`config.mk`:
```
export PLATFORM = sky130hd
export DESIGN_NAME = data_transmitter
export DESIGN_NICKNAME = d
export VERILOG_FILES = /design/src/rtl/NetworkPkg.sv /design/src/rtl/counter.sv /design/src/rtl/shift_reg.sv /design/src/rtl/data_transmitter.sv
export SDC_FILE = /design/constraint.sdc
export NUM_CORES = 1
export LEC_CHECK = 0
export CELL_PAD_IN_SITES_DETAIL_PLACEMENT = 0
export CELL_PAD_IN_SITES_GLOBAL_PLACEMENT = 1
export CORE_MARGIN = 3
export CORE_UTILIZATION = 30
export DETAILED_ROUTE_END_ITERATION = 12
export HOLD_SLACK_MARGIN = 0.03
export MAX_ROUTING_LAYER = met4
export PLACE_DENSITY = 0.72
export SLEW_MARGIN = 10
export SYNTH_ARGS = -nofsm -noshare
export SYNTH_HDL_FRONTEND = slang
export SYNTH_SLANG_ARGS = --single-unit
export TNS_END_PERCENT = 50
```
`constraint.sdc`:
```
create_clock -name clk -period 4 [get_ports clk]
set_input_delay 1.2 -clock clk [delete_from_list [all_inputs] [get_ports clk]]
set_output_delay 1.2 -clock clk [all_outputs]
set_load 0.01 [all_outputs]
```
`src/rtl/NetworkPkg.sv`:
```
// Shared link-layer constants and the transmitter state type.
//   SYNCWORD       : frame marker sent ahead of every payload, MSB first
//   SYNC_BITS      : width of SYNCWORD
//   ENC_DATA_BITS  : width of one encoded payload
//   tx_state_t     : transmitter FSM states
package NetworkPkg;

  localparam int SYNC_BITS     = 8;
  localparam int ENC_DATA_BITS = 16;

  // MSB is 1 so a zero-filled receiver window cannot match on a partial syncword.
  localparam logic [SYNC_BITS-1:0] SYNCWORD = 8'hD3;

  typedef enum logic [2:0] {
    IDLE = 3'd0,
    LEAD = 3'd1,
    SYNC = 3'd2,
    DATA = 3'd3,
    DONE = 3'd4
  } tx_state_t;

  // Count value seen on the final cycle of a phase that lasts len cycles.
  function automatic logic [7:0] last_count(input int len);
    return (len > 0) ? 8'(len - 1) : 8'd0;
  endfunction

endpackage

```
`src/rtl/counter.sv`:
```
// Up-counter with synchronous clear.
//   clk, rst_l : clock, async active-low reset
//   clr        : synchronous clear (wins over en)
//   en         : increment enable
//   count      : current value
module counter #(
  parameter int WIDTH = 8
) (
  input  logic             clk,
  input  logic             rst_l,
  input  logic             clr,
  input  logic             en,
  output logic [WIDTH-1:0] count
);

  always_ff @(posedge clk or negedge rst_l) begin
    if (!rst_l) begin
      count <= '0;
    end else if (clr) begin
      count <= '0;
    end else if (en) begin
      count <= count + WIDTH'(1);
    end
  end

endmodule

```
`src/rtl/shift_reg.sv`:
```
// Parallel-load, shift-left register; the serial bit is q[WIDTH-1].
//   clk, rst_l : clock, async active-low reset
//   load       : capture d (wins over shift)
//   shift      : shift one place toward the MSB, zero fill
//   d          : parallel load value
//   q          : register contents
module shift_reg #(
  parameter int WIDTH = 24
) (
  input  logic             clk,
  input  logic             rst_l,
  input  logic             load,
  input  logic             shift,
  input  logic [WIDTH-1:0] d,
  output logic [WIDTH-1:0] q
);

  always_ff @(posedge clk or negedge rst_l) begin
    if (!rst_l) begin
      q <= '0;
    end else if (load) begin
      q <= d;
    end else if (shift) begin
      q <= {q[WIDTH-2:0], 1'b0};
    end
  end

endmodule

```
`src/rtl/data_transmitter.sv`:
```
// Serial frame transmitter: LEAD_ZEROS zero bits, then SYNCWORD, then data_in,
// both MSB first, on a registered serial line.
//   clk         : clock, all state changes on rising edge
//   rst_l       : async active-low reset
//   send_start  : 1-cycle pulse, accepted in IDLE/DONE while game_active
//   game_active : low aborts any frame and holds the block idle
//   data_in     : payload, captured only on an accepted send_start
//   serial_out  : serial line, 0 when not sending
//   busy        : frame in progress
//   send_done   : frame complete, held until next accepted start or abort
//
// state | meaning
// IDLE  | waiting for send_start
// LEAD  | driving leading zeros
// SYNC  | shifting out SYNCWORD
// DATA  | shifting out the payload
// DONE  | frame finished, send_done held
module data_transmitter
  import NetworkPkg::*;
#(
  parameter int LEAD_ZEROS = 2
) (
  input  logic                     clk,
  input  logic                     rst_l,
  input  logic                     send_start,
  input  logic                     game_active,
  input  logic [ENC_DATA_BITS-1:0] data_in,
  output logic                     serial_out,
  output logic                     busy,
  output logic                     send_done
);

  localparam int FRAME_BITS = SYNC_BITS + ENC_DATA_BITS;
  localparam logic [7:0] LEAD_LAST = last_count(LEAD_ZEROS);
  localparam logic [7:0] SYNC_LAST = last_count(SYNC_BITS);
  localparam logic [7:0] DATA_LAST = last_count(ENC_DATA_BITS);

  tx_state_t             state;
  logic [7:0]            bit_cnt;
  logic [FRAME_BITS-1:0] frame_q;
  logic                  frame_msb;
  logic                  accept;
  logic                  state_end;
  logic                  cnt_clr;
  logic                  cnt_en;
  logic                  shift_en;

  // Only the MSB of the frame register feeds the line.
  logic unused_frame_bits;
  assign unused_frame_bits = ^frame_q[FRAME_BITS-2:0];
  assign frame_msb         = frame_q[FRAME_BITS-1];

  always_comb begin
    accept    = game_active && send_start && (state == IDLE || state == DONE);
    state_end = 1'b0;
    case (state)
      LEAD:    state_end = (bit_cnt == LEAD_LAST);
      SYNC:    state_end = (bit_cnt == SYNC_LAST);
      DATA:    state_end = (bit_cnt == DATA_LAST);
      default: state_end = 1'b0;
    endcase
    // Counter restarts on every state entry, so it only ever counts within one phase.
    cnt_en   = game_active && (state == LEAD || state == SYNC || state == DATA);
    cnt_clr  = !game_active || accept || state_end;
    shift_en = game_active && (state == SYNC || state == DATA);
  end

  counter #(
    .WIDTH(8)
  ) u_bit_cnt (
    .clk  (clk),
    .rst_l(rst_l),
    .clr  (cnt_clr),
    .en   (cnt_en),
    .count(bit_cnt)
  );

  shift_reg #(
    .WIDTH(FRAME_BITS)
  ) u_frame (
    .clk  (clk),
    .rst_l(rst_l),
    .load (accept),
    .shift(shift_en),
    .d    ({SYNCWORD, data_in}),
    .q    (frame_q)
  );

  // serial_out is registered from the current state, so each line bit trails
  // the state that produced it by one cycle; busy/send_done settle in DONE's
  // first edge to stay aligned with the last bit leaving the line.
  always_ff @(posedge clk or negedge rst_l) begin
    if (!rst_l) begin
      state      <= IDLE;
      serial_out <= 1'b0;
      busy       <= 1'b0;
      send_done  <= 1'b0;
    end else if (!game_active) begin
      state      <= IDLE;
      serial_out <= 1'b0;
      busy       <= 1'b0;
      send_done  <= 1'b0;
    end else if (accept) begin
      state      <= (LEAD_ZEROS == 0) ? SYNC : LEAD;
      serial_out <= 1'b0;
      busy       <= 1'b1;
      send_done  <= 1'b0;
    end else begin
      case (state)
        IDLE: begin
          serial_out <= 1'b0;
          busy       <= 1'b0;
          send_done  <= 1'b0;
        end
        LEAD: begin
          serial_out <= 1'b0;
          if (state_end) state <= SYNC;
        end
        SYNC: begin
          serial_out <= frame_msb;
          if (state_end) state <= DATA;
        end
        DATA: begin
          serial_out <= frame_msb;
          if (state_end) state <= DONE;
        end
        DONE: begin
          serial_out <= 1'b0;
          busy       <= 1'b0;
          send_done  <= 1'b1;
        end
        default: begin
          state      <= IDLE;
          serial_out <= 1'b0;
          busy       <= 1'b0;
          send_done  <= 1'b0;
        end
      endcase
    end
  end

endmodule
```
==> results by group <==
Global route
  – First-pass GRT wire length: 6100 µm
  – Global route overflow: 0
  – Total track usage: 12.0%
  – Vias in the first global route: 1291
  – Largest net degree at the start of global routing: 39
  – Initial antenna violation count: 0

Timing
  – Least-Margin Pin Slew: 0.830 ns
  – Final period util: between 60% and 70%
  – RSZ-0062 raised after global routing: false
  – Fin crit period: 2.62 ns
  – Setup violations, final: 0
  – Setup TNS: 0 ns
  – Final Max Slew Viols: 0
  – Fin. Hold Viols: 0
  – Max Fclk: 0.382 GHz
  – Normalized max-slew margin: 44.7%
  – Clk_skew: 0.00617 ns

Clock network
  – CTS Buf Count: 5
  – CTS tree: done
  – Post-CTS Setup Bufs: 0
  – Post-CTS Hold Fix Bufs: 0
  – H-tree levels: 2
  – Root buf cell: clkbuf_8
  – Maximum root-to-sink buffer count: 2
  – Post_cts resized: 0
  – Worst skew pair latency: 0.28 ns
  – # clock sinks: 38
  – Clk slew on worst S/H paths: 0.07 ns

Cells and area
  – Share of layout cells above drive strength 1: around 6.5%
  – Layout overhead on the synthesized area: 22.1%
  – Final Core Density: between 30% and 40%
  – Net count, final: 221
  – Antenna diodes: 0

Logic synthesis
  – Syn nets: between 150 and 200
  – Post-synthesis cell count: about 180
  – Seq/Total Area, Yosys: 54.9%
  – Seq cells post-synth: 38
  – Ys async rst share: 100%
  – Area fraction of the dominant cell type after synthesis: 54.9%
  – Top_reg_cell synth: dfrtp_1
  – Most common cell in the netlist: nand2_1
  – Cell taking the most area after synthesis: dfrtp_1
  – Synth top cells by count: nand2_1 (53), dfrtp_1 (38), a22oi_1 (14)
  – Mean Syn Cell Area: between 9 and 10 µm²
  – Synth area leaders: dfrtp_1 (55%), nand2_1 (11%), a22oi_1 (6.1%), nand3_1 (2.9%), xor2_1 (2.5%)
  – Cell variety after synth: 36
  – Yosys synthesis warning count: 0
  – Mapped cell area: 1730 µm²
  – Post-synth EDFFs: 0

Critical path
  – Worst Setup End Kind: flop
  – Nature of the critical path startpoint: input port
  – Critical Path AT: roughly 2.8 ns
  – Max incr delay on CP: 0.64 ns
  – WS Path Type: in -> reg
  – Worst-path maximum fanout: 23
  – Worst-path cell with the longest stage delay: clkdlybuf4s50_1
  – Worst-path cell chain: clkdlybuf4s50_1 -> and2b_1 -> and2_1 -> buf_4 -> nand2_1 -> a31oi_1
  – Worst path required time: 4.20 ns

Floorplan
  – Row count: 27
  – Starting Density: 31.3%
  – Area of the die: 6720 µm²
  – CORE AREA: 5540 µm²
  – DIE WIDTH: 82 µm
  – Die H: 82 µm
  – Top-Level Pins: 23

Route
  – Remaining antenna violation count: 0
  – Final WL: 3490 µm
  – DRC violations left: 0
  – Avg WL per Cell: 12.8 µm
  – First-pass iteration count of the detailed router: 4
  – Via density: between 4 and 5
  – First DRT Iteration DRCs: 121
  – Vias after detailed routing: 1311

Flow run
  – Max capacitance violation total: 0

Power
  – VDD IR max: 0.213 mV
  – Leakage: 0.937 nW
  – Cell Pwr Density: roughly 420 nW/µm²

Placed design
  – I/O Buffers: 22
  – RePlAce Congestion: ~0.77
  – DPL Wire Length: 2350 µm

Min path
  – Hold/Removal Path Class: reg -> reg

Outcome
  – Status: finished, final reports clean
## metal layers
| layer | up-vias | share of wire (%) | track usage [%] |
|---|---|---|---|
| met5 | - | 0 | - |
| met4 | 0 | 0.95 | 3.99 |
| met3 | 2 | 2.9 | 2.74 |
| met2 | 20 | 45 | 17.6 |
| met1 | 633 | 51 | 16.5 |
| li1 | 656 | - | - |
## through the flow
stage          worst slack, ns  std cells  power [mW]  instance area [µm²]  hold slack [ns]
2_1_floorplan             1.62        178       0.539                 1730            0.446
3_5_place_dp              1.09        265       0.590                 2010            0.467
3_3_place_gp              1.11        265       0.588                 2010            0.460
6_report                  1.38        273       0.892                 2120            0.479
5_1_grt                   1.24        273       0.945                 2120            0.501
4_1_cts                   1.37        273       0.905                 2120            0.483
## logic make-up (layout without fill, tap and decap cells)
logic type	count (synthesis)	in the layout	synth area share [%]
AOI/OAI and AO/OA	29	29	12.3
xor gates and xnor gates	7	7	3.54
and+or+nand+nor	92	92	24.8
buffers and inverters	9	32	2.53
adders and majority gates	1	1	0.722
muxes	2	2	1.23
DFF	38	38	54.9
## final cells by class
class,instances,area [µm²]
sequential,38,951
clock inverter,1,30.0
tap,72,90.1
multi-input combinational,131,738
clock buffer,7,76.3
fill,576,3420
timing repair buffer,24,230
## worst paths after layout
kind	start	endpoint	slack, ns	depth (start not counted)
max	game_active	u_frame.q[13]$_DFFE_PN0P_	1.38	6
min	u_frame.q[6]$_DFFE_PN0P_	u_frame.q[6]$_DFFE_PN0P_	0.48	2
max reg2reg	state[1]$_DFFE_PN0P_	u_bit_cnt.count[4]$_DFFE_PN0P_	1.97	4
min reg2reg	u_frame.q[6]$_DFFE_PN0P_	u_frame.q[6]$_DFFE_PN0P_	0.48	2
max in group asynchronous	rst_l	u_frame.q[23]$_DFFE_PN0P_	2.46	1
min in group asynchronous	rst_l	u_frame.q[10]$_DFFE_PN0P_	1.01	1
## placed cells by master (no fill, tap or decap), types with 2 or more instances in the layout
cell type,n
nor4_1,2
buf_4,2
nand4_1,2
xor2_1,5
nand3_1,10
clkbuf_8,5
o21a_1,2
clkdlybuf4s50_1,21
nand2_1,53
xnor2_1,2
nor4b_1,2
nand3b_1,2
o21ai_0,2
clkbuf_1,2
nor2_1,7
a21oi_1,5
nand2b_1,3
dfrtp_1,38
a22oi_1,14
and3_1,3
## state kept, by name (all words and copies together) (netlist names)
register and count:
send_done 1, serial_out 1, u_bit_cnt.count 8, u_frame.q 24
busy 1, state 3
## critical path, delay by kind of cell
kind	cells	cell delay, ns
AO/OA/AOI/OAI	1	0.17
buffers and inverters	2	0.89
AND/OR/NAND/NOR	3	0.54
## power breakdown
group	internal, mW	switching, mW	leakage (nW)
Sequential	0.434	0.0314	0.476
Combinational	0.0532	0.0623	0.408
Clock	0.187	0.125	0.0524
Total	0.674	0.219	0.937
Note: power is estimated with default switching activity, not from simulation.
